$ cat config.mk
export PLATFORM = sky130hd
export DESIGN_NAME = wave_trace_render_flat
export DESIGN_NICKNAME = d
export VERILOG_FILES = /design/src/rtl/wave_trace_pkg.sv /design/src/rtl/wave_trace_render_if.sv /design/src/rtl/wave_trace_cmp.sv /design/src/rtl/wave_trace_render.sv /design/src/flat_wrapper.sv
export SDC_FILE = /design/constraint.sdc
export NUM_CORES = 1
export LEC_CHECK = 0
export BUFFER_PORTS_ARGS = -buffer_cell sky130_fd_sc_hd__buf_2
export CELL_PAD_IN_SITES_DETAIL_PLACEMENT = 2
export CELL_PAD_IN_SITES_GLOBAL_PLACEMENT = 2
export CORE_ASPECT_RATIO = 1.5
export CORE_MARGIN = 4
export CORE_UTILIZATION = 40
export CTS_CLUSTER_DIAMETER = 120
export CTS_CLUSTER_SIZE = 20
export DETAILED_ROUTE_END_ITERATION = 10
export GPL_ROUTABILITY_DRIVEN = 0
export PLACE_DENSITY = 0.86
export SYNTH_ARGS = -nofsm -noshare
export SYNTH_HDL_FRONTEND = slang
export SYNTH_HIERARCHICAL = 1
export SYNTH_SLANG_ARGS = --single-unit
$ cat constraint.sdc
create_clock -name clk -period 6.4 [get_ports clk]
set_clock_uncertainty 0.1 [all_clocks]
set_input_delay 1.28 -clock clk [delete_from_list [all_inputs] [get_ports clk]]
set_output_delay 1.28 -clock clk [all_outputs]
set_load 0.02 [all_outputs]
$ cat src/rtl/wave_trace_pkg.sv
// Shared defaults and helpers for the multi-channel waveform trace renderer.
// Widths, row scaling constants, row-offset width and the per-channel bus slice.
package wave_trace_pkg;

    localparam int ADDR_W_DEF = 10;
    localparam int DATA_W_DEF = 12;
    localparam int PIX_W_DEF  = 11;
    localparam int NUM_CH_DEF = 2;
    localparam int SHIFT_DEF  = 3;
    localparam int Y_BASE_DEF = 48;
    localparam int RD_LAT_DEF = 1;

    function automatic int row_w(input int data_w, input int shift);
        return data_w - shift;
    endfunction

endpackage

`ifndef WT_CH_SLICE
`define WT_CH_SLICE(bus, c, w) bus[(c)*(w) +: (w)]
`endif

$ cat src/rtl/wave_trace_render_if.sv
// Sample RAM read port shared by all trace channels.
// Master issues address/enable, slave returns all channels' samples RD_LAT clocks later.
interface wave_trace_render_if
    import wave_trace_pkg::*;
#(
    parameter int ADDR_W = ADDR_W_DEF,
    parameter int DATA_W = DATA_W_DEF,
    parameter int NUM_CH = NUM_CH_DEF
) ();
    logic                     ram_rd_en;
    logic [ADDR_W-1:0]        ram_rd_addr;
    logic [NUM_CH*DATA_W-1:0] ram_rd_data;

    modport master (output ram_rd_en, output ram_rd_addr, input  ram_rd_data);
    modport slave  (input  ram_rd_en, input  ram_rd_addr, output ram_rd_data);
endinterface

$ cat src/rtl/wave_trace_cmp.sv
// Per-channel trace hit: scales a sample to a row and compares with the pixel row.
// One registered stage, one pixel per clock, no backpressure.
module wave_trace_cmp
    import wave_trace_pkg::*;
#(
    parameter int DATA_W = DATA_W_DEF,
    parameter int PIX_W  = PIX_W_DEF,
    parameter int SHIFT  = SHIFT_DEF,
    parameter int Y_BASE = Y_BASE_DEF
) (
    input  logic              clk,
    input  logic              rst_n,
    input  logic [DATA_W-1:0] sample,
    input  logic [PIX_W-1:0]  ypos,
    input  logic              de,
    input  logic              first,
    input  logic              line_mode,
    input  logic              x_valid,
    input  logic              en,
    output logic              flag
);
    localparam int RW = row_w(DATA_W, SHIFT);
    localparam int CW = (PIX_W > RW) ? PIX_W : RW;

    logic [RW-1:0]  cur;
    logic [RW-1:0]  prev;
    logic [RW-1:0]  ref_v;
    logic [CW-1:0]  cur_e;
    logic [CW-1:0]  ref_e;
    logic [CW-1:0]  lo;
    logic [CW-1:0]  hi;
    logic [CW-1:0]  row_u;
    logic [PIX_W:0] row_s;
    logic           hit;

    always_comb begin
        cur   = RW'(sample >> SHIFT);
        // The first column of a line has no predecessor, so it degenerates to a dot.
        ref_v = first ? cur : prev;
        cur_e = CW'(cur);
        ref_e = CW'(ref_v);
        lo    = (ref_e < cur_e) ? ref_e : cur_e;
        hi    = (ref_e < cur_e) ? cur_e : ref_e;
        row_s = {1'b0, ypos} - (PIX_W+1)'(Y_BASE);
        row_u = CW'(row_s[PIX_W-1:0]);
        hit   = 1'b0;
        if (!row_s[PIX_W]) begin
            hit = line_mode ? ((row_u >= lo) && (row_u <= hi)) : (row_u == cur_e);
        end
    end

    always_ff @(posedge clk or negedge rst_n) begin
        if (!rst_n) begin
            prev <= '0;
            flag <= 1'b0;
        end else begin
            if (de) begin
                prev <= cur;
            end
            flag <= hit && x_valid && en;
        end
    end

endmodule

$ cat src/rtl/wave_trace_render.sv
// Multi-channel trace renderer: address stage, RAM-latency delay line, per-channel compare.
// Latency 2+RD_LAT clocks, one pixel per clock, never stalls (no backpressure).
module wave_trace_render
    import wave_trace_pkg::*;
#(
    parameter int ADDR_W = ADDR_W_DEF,
    parameter int DATA_W = DATA_W_DEF,
    parameter int PIX_W  = PIX_W_DEF,
    parameter int NUM_CH = NUM_CH_DEF,
    parameter int SHIFT  = SHIFT_DEF,
    parameter int Y_BASE = Y_BASE_DEF,
    parameter int RD_LAT = RD_LAT_DEF
) (
    input  logic                 clk,
    input  logic                 rst_n,
    input  logic [PIX_W-1:0]     pixel_xpos,
    input  logic [PIX_W-1:0]     pixel_ypos,
    input  logic                 pixel_de,
    input  logic                 mode_line,
    input  logic [NUM_CH-1:0]    ch_en,
    wave_trace_render_if.master  ram,
    output logic [NUM_CH-1:0]    pixel_flag,
    output logic                 pixel_de_o
);
    typedef struct packed {
        logic [PIX_W-1:0] ypos;
        logic             x_valid;
        logic             de;
        logic             line_mode;
    } stage_t;

    stage_t a_q;
    stage_t dl_q [RD_LAT];
    stage_t b;
    logic   de_rise_in;
    logic   first;

    // a_q.de is last cycle's pixel_de, so this marks the start of a line.
    assign de_rise_in = pixel_de && !a_q.de;

    always_ff @(posedge clk or negedge rst_n) begin
        if (!rst_n) begin
            ram.ram_rd_en   <= 1'b0;
            ram.ram_rd_addr <= '0;
            a_q             <= '0;
        end else begin
            ram.ram_rd_en   <= pixel_de;
            ram.ram_rd_addr <= pixel_xpos[ADDR_W-1:0];
            a_q.ypos        <= pixel_ypos;
            a_q.x_valid     <= pixel_de && ((pixel_xpos >> ADDR_W) == '0);
            a_q.de          <= pixel_de;
            a_q.line_mode   <= de_rise_in ? mode_line : a_q.line_mode;
        end
    end

    always_ff @(posedge clk or negedge rst_n) begin
        if (!rst_n) begin
            for (int i = 0; i < RD_LAT; i++) begin
                dl_q[i] <= '0;
            end
        end else begin
            dl_q[0] <= a_q;
            for (int i = 1; i < RD_LAT; i++) begin
                dl_q[i] <= dl_q[i-1];
            end
        end
    end

    assign b = dl_q[RD_LAT-1];

    always_ff @(posedge clk or negedge rst_n) begin
        if (!rst_n) begin
            pixel_de_o <= 1'b0;
        end else begin
            pixel_de_o <= b.de;
        end
    end

    // pixel_de_o holds the previous cycle's delayed de, giving the rising edge for free.
    assign first = b.de && !pixel_de_o;

    for (genvar c = 0; c < NUM_CH; c++) begin : g_ch
        wave_trace_cmp #(
            .DATA_W (DATA_W),
            .PIX_W  (PIX_W),
            .SHIFT  (SHIFT),
            .Y_BASE (Y_BASE)
        ) u_cmp (
            .clk       (clk),
            .rst_n     (rst_n),
            .sample    (`WT_CH_SLICE(ram.ram_rd_data, c, DATA_W)),
            .ypos      (b.ypos),
            .de        (b.de),
            .first     (first),
            .line_mode (b.line_mode),
            .x_valid   (b.x_valid),
            .en        (ch_en[c]),
            .flag      (pixel_flag[c])
        );
    end

endmodule

$ cat src/flat_wrapper.sv
// flat-port wrapper written by rule: the top's interface ports become plain ports
module wave_trace_render_flat import wave_trace_pkg::*;
#(
    parameter int ADDR_W = ADDR_W_DEF,
    parameter int DATA_W = DATA_W_DEF,
    parameter int PIX_W  = PIX_W_DEF,
    parameter int NUM_CH = NUM_CH_DEF,
    parameter int SHIFT  = SHIFT_DEF,
    parameter int Y_BASE = Y_BASE_DEF,
    parameter int RD_LAT = RD_LAT_DEF
)
  (clk, rst_n, pixel_xpos, pixel_ypos, pixel_de, mode_line, ch_en, pixel_flag, pixel_de_o, ram_ram_rd_en, ram_ram_rd_addr, ram_ram_rd_data);
  wave_trace_render_if #(.ADDR_W(ADDR_W), .DATA_W(DATA_W), .NUM_CH(NUM_CH)) ram_i ();
  input  logic clk;
  input  logic rst_n;
  input  logic [PIX_W-1:0] pixel_xpos;
  input  logic [PIX_W-1:0] pixel_ypos;
  input  logic pixel_de;
  input  logic mode_line;
  input  logic [NUM_CH-1:0] ch_en;
  output logic [NUM_CH-1:0] pixel_flag;
  output logic pixel_de_o;
  output wire logic [$bits(ram_i.ram_rd_en)-1:0] ram_ram_rd_en;
  output wire logic [$bits(ram_i.ram_rd_addr)-1:0] ram_ram_rd_addr;
  input wire logic [$bits(ram_i.ram_rd_data)-1:0] ram_ram_rd_data;
  assign ram_ram_rd_en = ram_i.ram_rd_en;
  assign ram_ram_rd_addr = ram_i.ram_rd_addr;
  assign ram_i.ram_rd_data = ram_ram_rd_data;
  wave_trace_render #(.ADDR_W(ADDR_W), .DATA_W(DATA_W), .PIX_W(PIX_W), .NUM_CH(NUM_CH), .SHIFT(SHIFT), .Y_BASE(Y_BASE), .RD_LAT(RD_LAT)) u_core (.clk(clk), .rst_n(rst_n), .pixel_xpos(pixel_xpos), .pixel_ypos(pixel_ypos), .pixel_de(pixel_de), .mode_line(mode_line), .ch_en(ch_en), .ram(ram_i), .pixel_flag(pixel_flag), .pixel_de_o(pixel_de_o));
endmodule
Yosys cells after proc, flatten, opt, wreduce, memory -nomap -nowiden

Cells that the tools add are included.

Output and inout port bits: 14
Register bits: 59
Logic and storage cells: 45

Reductions and logical operators: 12
$add $sub $neg: 1
Order comparisons: 6
Equal/unequal tests: 2
Multiplexer cells: 10

Operators with widths:

| cell                                                | count |
|---|---|
| two-way mux 9 bit                                   | 6 |
| == test 11 x 9 -> 1 bit                             | 2 |
| >= comparator 11 x 9 -> 1 bit                       | 2 |
| less-or-equal comparator 11 x 9 -> 1 bit            | 2 |
| < comparator 9 bit                                  | 2 |
| subtractor 11 x 6 -> 12 bit (second input constant) | 1 |
| zero test 11 bit                                    | 1 |
| logical AND 1 bit                                   | 9 |
| two-way mux 1 bit                                   | 4 |
| zero test 1 bit                                     | 2 |

Longest topological paths before layout

Gate-level depths: netlist of the first run.

Depth after elaboration: 11
Depth in mapped cells: 16
Depth with buffers taken out: 14

Cells and area by module

Netlist of the first run, hierarchy kept.

By module, submodules not included:

| module            | cells an instance | instances | area each (µm²) | seq. area each (µm²) |
|---|---|---|---|---|
| wave_trace_cmp    | 149               | 2         | 1456.4          | 250.2 |
| wave_trace_render | 43                | 1         | 1017.2          | 975.9 |

Worst setup path before layout of the first run

OpenSTA, ideal clock, no wires.

Kind: input-to-reg
Start point: in ram_ram_rd_data[9]
End point: reg u_core.g_ch[0].u_cmp.flag
Path slack: 2.369 ns
Cell stages on the path: 13
Setup time: 0.077 ns
Arrival: 3.854 ns
Cell sequence: mux2_2 -> ha_1 -> a2111o_1 -> a21oi_1 -> nor2_2 -> buf_4 -> mux2i_1 -> ha_1 -> nand4_1 -> o32a_1 -> o21ai_0 -> o2111ai_1 -> a21oi_1

Word-level cells in the longest chain between the ends: 9
Elaborated cells on any way between the ends: 12

Ends and longest elaborated chain:

| element                                                                                          | RTL line                                   | text |
|---|---|---|
| from (decl)                                                                                      | flat_wrapper.sv:25                         | `input wire logic [$bits(ram_i.ram_rd_data)-1:0] ram_ram_rd_data;` |
| two-way mux 9 bit                                                                                | wave_trace_cmp.sv:39                       | `ref_v = first ? cur : prev;` |
| < comparator 9 bit                                                                               | wave_trace_cmp.sv:42, wave_trace_cmp.sv:43 |  |
| two-way mux 9 bit (on tied branches)                                                             | wave_trace_cmp.sv:42, wave_trace_cmp.sv:43 |  |
| >= comparator 11 x 9 -> 1 bit / less-or-equal comparator 11 x 9 -> 1 bit (equally long branches) | wave_trace_cmp.sv:48                       | `hit = line_mode ? ((row_u >= lo) && (row_u <= hi)) : (row_u == cur_e);` |
| logical AND 1 bit                                                                                | wave_trace_cmp.sv:48                       |  |
| two-way mux 1 bit *                                                                              | wave_trace_cmp.sv:48                       |  |
| two-way mux 1 bit *                                                                              | wave_trace_cmp.sv:47                       | `if (!row_s[PIX_W]) begin` |
| logical AND 1 bit * (2 in series)                                                                | wave_trace_cmp.sv:60                       | `flag <= hit && x_valid && en;` |
| to (signal assigned)                                                                             | wave_trace_cmp.sv:60                       |  |
| to (decl)                                                                                        | wave_trace_cmp.sv:20                       | `output logic flag` |

Mark *: on every way between the ends. The rest lies on a longest branch, timed or not.
A chain may end at the register's enable or synchronous reset.

Worst setup path after layout of the first run

Start point: reg u_core.dl_q (netlist bit u_core/b[1])
End point: reg u_core.g_ch[1].u_cmp.flag

Word-level cells in the longest chain between the ends: 10
Elaborated cells on any way between the ends: 12

Ends and longest elaborated chain:

| element                                                                                          | RTL line                                   | text |
|---|---|---|
| from (decl)                                                                                      | wave_trace_render.sv:33                    | `stage_t dl_q [RD_LAT];` |
| from (signal, indexed assignment)                                                                | wave_trace_render.sv:64                    | `dl_q[i] <= dl_q[i-1];` |
| logical AND 1 bit *                                                                              | wave_trace_render.sv:80                    | `assign first = b.de && !pixel_de_o;` |
| via u_core.first                                                                                 | wave_trace_render.sv:36                    | `logic first;` |
| two-way mux 9 bit *                                                                              | wave_trace_cmp.sv:39                       |  |
| < comparator 9 bit                                                                               | wave_trace_cmp.sv:42, wave_trace_cmp.sv:43 |  |
| two-way mux 9 bit (on tied branches)                                                             | wave_trace_cmp.sv:42, wave_trace_cmp.sv:43 |  |
| >= comparator 11 x 9 -> 1 bit / less-or-equal comparator 11 x 9 -> 1 bit (equally long branches) | wave_trace_cmp.sv:48                       |  |
| logical AND 1 bit *                                                                              | wave_trace_cmp.sv:48                       |  |
| two-way mux 1 bit *                                                                              | wave_trace_cmp.sv:48                       |  |
| two-way mux 1 bit *                                                                              | wave_trace_cmp.sv:47                       |  |
| logical AND 1 bit * (2 in series)                                                                | wave_trace_cmp.sv:60                       |  |
| to (signal assigned)                                                                             | wave_trace_cmp.sv:60                       |  |
| to (decl)                                                                                        | wave_trace_cmp.sv:20                       |  |

Mark *: on every way through the listed nets, which the timed path passes. The rest lies on a longest branch.

==> reports/qor.csv, run 1 <==
metric,value,unit
run_status,"finished, final reports clean",
critPathRequiredTime,6.55,ns
finalNetCount,515,
clk_latency,0.34,ns
drtAntennaViolNets,0,
grt_pass1_wl,20580,um
cts_resized,0,
rsz0062_at_grt,false,
cts_hold_buffers,0,
num_vias,3129,
die_w,88.93,um
drcViolationCount,0,
hold_path_class,reg2reg,
final_area,4678,sq um
areaGrowthSynthToFinish,19.04,%
drive_above_1_share,30.68,%
antenna_cells,0,
fin_crit_sh,80.72,%
die_y,129.4,um
drt-pass1-iter-count,4,
fin_setup_tns,0,ns
cts_buffers,9,
yosysTopAreaCellShare,37.57,%
hold_violations,0,
synth_warnings,6,
overflow,0,
syn-num-nets,447,
placed_cell_area,4369,sq um
portBuffers,59,
cts_max_level,3,
core,9634,sq um
setup_viol,0,
dpl.hpwl,8815,um
routedWlPerCell,24.52,um
ios,66,
startpoint_type,flop,
clockBufferDepth,2,
period_minus_slack,5.166,ns
slew_headroom,24.52,%
synth.largest_area_cell,dfrtp_1,
ir_drop,0.1732,mV
drt_iter0_markers,60,
maxSlewViolCount,0,
synth_edf_count,0,
cp.arrival,5.31,ns
p_total,1.333,mW
fmaxAchievable,0.1936,GHz
yosys.cell_types.count,35,
power_density,284.9,nW/um^2
start_util,40.79,%
cts_tree,built,
rows,44,
seq_area_frac_synth,37.57,%
endpoint_kind,flop,
grt_pass1_vias,3757,
synthFlopType,dfrtp_1,
synth_cells,341,
path_max_fanout,22,
viasPerCell,5.915,
drt-total-wl,12970,um
synthTopCellsByCount,"59 x dfrtp_1, 54 x ha_1, 38 x mux2_2",
fin_ws,1.234,ns
maxCapViolCount,0,
groute.usage.overall,24.37,%
pre_cts_slack,1.365,ns
synthTopCellsByArea,"dfrtp_1 38%, ha_1 17%, mux2_2 11%, mux2i_1 8.2%, xnor2_1 4.5%",
ys_ff_latch,59,
dieArea,11510,sq um
numClockSinks,59,
antenna_found_initial,0,
async_flop_share,100.0,%
worstMarginPinSlew,1.131,ns
crit_type,reg2reg,
grt_max_degree,60,
yosysMostFrequentCell,dfrtp_1,
syn_area,3930,sq um
cts_setup_buffers,0,
postSynthAreaPerCell,11.52,sq um
fin_util,48.56,%
cts_root_buf,clkbuf_16,
path_clk_slew,0.06,ns
p_leak,2.164,nW
## layer usage
layer	part of all wire, %	global-route usage (%)
met1	35	24.41
met2	57	45.76
met3	3.5	5.280
met4	4.7	12.45
met5	0	0
## per-stage QoR
| step | cells | hold slack, ns |
|---|---|---|
| 2_1_floorplan | 341 | 0.2312 |
| 3_3_place_gp | 513 | 0.2324 |
| 4_1_cts | 529 | 0.2484 |
| 6_report | 529 | 0.2462 |
| 3_5_place_dp | 513 | 0.2362 |
| 5_1_grt | 529 | 0.2544 |
## critical path, stage by stage (launching register included)
cell	delay (ns)
dfrtp_1	0.33
buf_4	0.34
nor2b_1	0.18
buf_4	0.33
mux2_2	0.41
ha_1	0.31
o21ai_0	0.09
a21oi_1	0.18
a21oi_1	0.15
nor2_2	0.80
mux2i_1	0.23
ha_1	0.40
nand4_1	0.23
o32a_1	0.40
o21ai_0	0.11
o2111ai_1	0.22
a21oi_1	0.23
## cells in the final DEF (no fill, tap or decap), drive strengths merged
| cell | instances |
|---|---|
| ha | 54 |
| xor2 | 8 |
| mux2i | 32 |
| nor4 | 2 |
| o21ai | 16 |
| a21oi | 14 |
| nor2 | 8 |
| clkinv | 1 |
| nand3b | 2 |
| a211oi | 12 |
| or4 | 2 |
| or3 | 2 |
| nand4 | 10 |
| clkbuf | 9 |
| o31ai | 2 |
| dfrtp | 59 |
| or2b | 2 |
| nand2 | 2 |
| o21bai | 2 |
| a2111o | 2 |
| nor2b | 3 |
| nor4b | 2 |
| clkinvlp | 1 |
| nor3 | 6 |
| nand2b | 2 |
| inv | 28 |
| mux2 | 39 |
| xnor2 | 20 |
| bufinv | 1 |
| o21a | 4 |
| o2111ai | 2 |
| o32a | 2 |
| buf | 63 |
## registers in the layout, summed over array words and instances (netlist names)
signal and flops:
u_core/g_ch.u_cmp/prev 18, u_core/g_ch.u_cmp/flag 2, u_core/a_q 14, u_core/pixel_de_o 1, u_core/b 14, u_core/ram.ram_rd_addr 10
## cells by family after synthesis
group	synth area share, %
mux	19.42
compound gates	9.169
fa+ha+maj	17.19
flops	37.57
xor+xnor	6.622
simple gates	6.972
buf+inv	3.056
## cell type report
| cell class | instances | area, sq um |
|---|---|---|
| multi-input cells | 252 | 2333 |
| well taps | 115 | 143.9 |
| clock buffers | 9 | 225.2 |
| inverters | 24 | 90.09 |
| repair buffers | 63 | 325.3 |
| flip-flops and latches | 59 | 1476 |
| fillers | 976 | 4956 |
| clock inverters | 7 | 83.83 |
## where the power goes
part / switching, mW / total, mW / internal [mW]
logic: 0.222 / 0.396 / 0.174
clock network: 0.207 / 0.516 / 0.309
registers: 0.0226 / 0.421 / 0.398
total: 0.451 / 1.33 / 0.881
## path summary, 6_finish.rpt
check                                         from                                       end  slack [ns]  cells past startpoint
max                          u_core/b[1]$_DFF_PN0_       u_core/g_ch[1].u_cmp/flag$_DFF_PN0_        1.23                     16
min                        u_core/a_q[3]$_DFF_PN0_                     u_core/b[3]$_DFF_PN0_        0.25                      0
max reg2reg                  u_core/b[1]$_DFF_PN0_       u_core/g_ch[1].u_cmp/flag$_DFF_PN0_        1.23                     16
min reg2reg                u_core/a_q[3]$_DFF_PN0_                     u_core/b[3]$_DFF_PN0_        0.25                      0
max in group asynchronous                    rst_n                     u_core/b[2]$_DFF_PN0_        4.68                      2
min in group asynchronous                    rst_n  u_core/g_ch[0].u_cmp/prev[6]$_DFFE_PN0P_        1.01                      2
(Power assumes the default switching activity.)
==> run 2, diff against run 1 <==
--- a/config.mk
+++ b/config.mk
@@ -10,12 +10,12 @@
 export CELL_PAD_IN_SITES_GLOBAL_PLACEMENT = 2
 export CORE_ASPECT_RATIO = 1.5
 export CORE_MARGIN = 4
-export CORE_UTILIZATION = 40
+export CORE_UTILIZATION = 37
 export CTS_CLUSTER_DIAMETER = 120
 export CTS_CLUSTER_SIZE = 20
 export DETAILED_ROUTE_END_ITERATION = 10
 export GPL_ROUTABILITY_DRIVEN = 0
-export PLACE_DENSITY = 0.86
+export PLACE_DENSITY = 0.81
 export SYNTH_ARGS = -nofsm -noshare
 export SYNTH_HDL_FRONTEND = slang
 export SYNTH_HIERARCHICAL = 1
==> constraint.sdc (replaced) <==
create_clock -name clk -period 5.05 [get_ports clk]
set_clock_uncertainty 0.1 [all_clocks]
set_input_delay 1.01 -clock clk [delete_from_list [all_inputs] [get_ports clk]]
set_output_delay 1.01 -clock clk [all_outputs]
set_load 0.02 [all_outputs]
==> reports/qor.csv, run 2 (same netlist as run 1, synthesis figures left out) <==
metric,value,unit
whs,0.2390,ns
dieArea,12370,sq um
fin_crit_sh,90.20,%
cts_buffers,9,
die_w,92.15,um
fmaxAchievable,0.2195,GHz
grt_pass1_wl,18020,um
grt_max_degree,60,
hold_path_class,reg2reg,
pwr-share-seq,33.6,%
numClockSinks,59,
finalNetCount,514,
netSwitchingFraction,32.43,%
num_vias,2966,
p_total,1.583,mW
regMostFlops,u_core/g_ch.u_cmp/prev,
rr_startpoint,u_core/pixel_de_o$_DFF_PN0_,
largest_reg_flops,18,
dp_cells,538,
fin_ws,0.4951,ns
drive_above_1_share,30.51,%
p_leak,2.146,nW
rows,45,
drtAntennaViolNets,0,
drcViolationCount,0,
drt_iter0_markers,35,
crit_type,reg2reg,
cts_root_buf,clkbuf_16,
rsz0062_at_grt,false,
pwr-share-clk,36.8,%
die_y,134.2,um
comb_power_share,29.7,%
worstMarginPinSlew,1.054,ns
cts_setup_buffers,0,
fin_util,45.67,%
overflow,0,
cts_tree,built,
whs_path_depth,0,
cts_max_level,3,
grt_pass1_vias,3528,
setup_viol,0,
run_status,"finished, final reports clean",
viasPerCell,5.354,
power_switching,513.3,uW
core,10250,sq um
cp.arrival,4.71,ns
portBuffers,59,
start_util,38.35,%
p_int,1.070,mW
maxSlewViolCount,0,
cts_resized,0,
antenna_found_initial,0,
power_density,338.2,nW/um^2
groute.usage.overall,18.78,%
period_minus_slack,4.555,ns
startpoint_type,flop,
hold_violations,0,
reg2reg_to,u_core/g_ch[0].u_cmp/flag$_DFF_PN0_,
areaGrowthSynthToFinish,19.07,%
mostFrequentLayoutCells,"59 x buf_2, 59 x dfrtp_1, 54 x ha_1",
hold_end,u_core/b[13]$_DFF_PN0_,
endpoint_kind,flop,
placed_cell_area,4394,sq um
ir_drop,0.2148,mV
dpl.hpwl,8276,um
critPathRequiredTime,5.20,ns
regToRegSetupSlack,0.50,ns
path_clk_slew,0.06,ns
pre_cts_slack,0.1987,ns
maxCapViolCount,0,
finalNonFillerCells,554,
drt-pass1-iter-count,4,
slew_headroom,29.65,%
drt-total-wl,10840,um
antenna_cells,0,
routedWlPerCell,19.56,um
final_area,4679,sq um
fin_setup_tns,0,ns
hold_start,u_core/a_q[13]$_DFF_PN0_,
reg2regPathDepth,15,
clk_latency,0.33,ns
path_max_fanout,22,
ios,66,
cts_hold_buffers,0,
clockBufferDepth,2,
[run 2: cell types whose count changed in the layout (fill, tap and decap cells not counted), sizes merged]
cell	previous run	this run
buf	63	62
inv	28	27
clkbuf	9	10
clkinvlp	1	2
bufinv	1	0
[run 2: layout make-up]
class | count | area, sq um
inverter | 24 | 90.09
tap | 141 | 176.4
multi-input combinational | 252 | 2333
sequential | 59 | 1476
timing repair buffer | 62 | 317.8
clock inverter | 6 | 46.29
fill | 1101 | 5568
clock buffer | 10 | 239.0
[run 2: worst max-delay path by stage]
stage / start / end / slack (ns) / cells past startpoint
finish: u_core/pixel_de_o$_DFF_PN0_ / u_core/g_ch[0].u_cmp/flag$_DFF_PN0_ / 0.50 / 15
global route: u_core/b[1]$_DFF_PN0_ / u_core/g_ch[0].u_cmp/flag$_DFF_PN0_ / 0.04 / 15
CTS: u_core/pixel_de_o$_DFF_PN0_ / u_core/g_ch[0].u_cmp/flag$_DFF_PN0_ / 0.44 / 15
detailed placement: ram_ram_rd_data[5] / u_core/g_ch[0].u_cmp/flag$_DFF_PN0_ / 0.20 / 14
global placement: ram_ram_rd_data[5] / u_core/g_ch[0].u_cmp/flag$_DFF_PN0_ / 0.43 / 14
floorplan: u_core/pixel_de_o$_DFF_PN0_ / u_core/g_ch[0].u_cmp/flag$_DFF_PN0_ / 1.18 / 15
[run 2: metal layers]
| metal | GRT usage [%] | wire length [um] | share of wire [%] | up-vias |
|---|---|---|---|---|
| met5 | 0 | 0 | 0 | - |
| met4 | 6.033 | 184 | 1.7 | 0 |
| met3 | 3.311 | 275 | 2.5 | 14 |
| met2 | 36.67 | 6229 | 57 | 49 |
| met1 | 20.03 | 4150 | 38 | 1514 |
| li1 | - | - | - | 1389 |
[run 2: power groups by stage]
stage,Sequential (mW),Combinational [mW],Clock [mW]
after floorplan,0.536,0.318,0
after global placement,0.537,0.435,0
after detailed placement,0.540,0.463,0
after CTS,0.532,0.477,0.602
after global routing,0.536,0.527,0.629
final,0.531,0.469,0.582
[run 2: critical path, stage by stage (launching register included)]
cell,delay [ns]
dfrtp_1,0.38
nor2b_1,0.12
buf_4,0.33
mux2_2,0.42
ha_1,0.28
o21ai_0,0.07
o21ai_0,0.19
a21oi_1,0.15
nor2_2,0.82
mux2i_1,0.34
ha_1,0.31
a211oi_1,0.22
o21ai_0,0.14
o21ai_0,0.22
o2111ai_1,0.18
a21oi_1,0.19
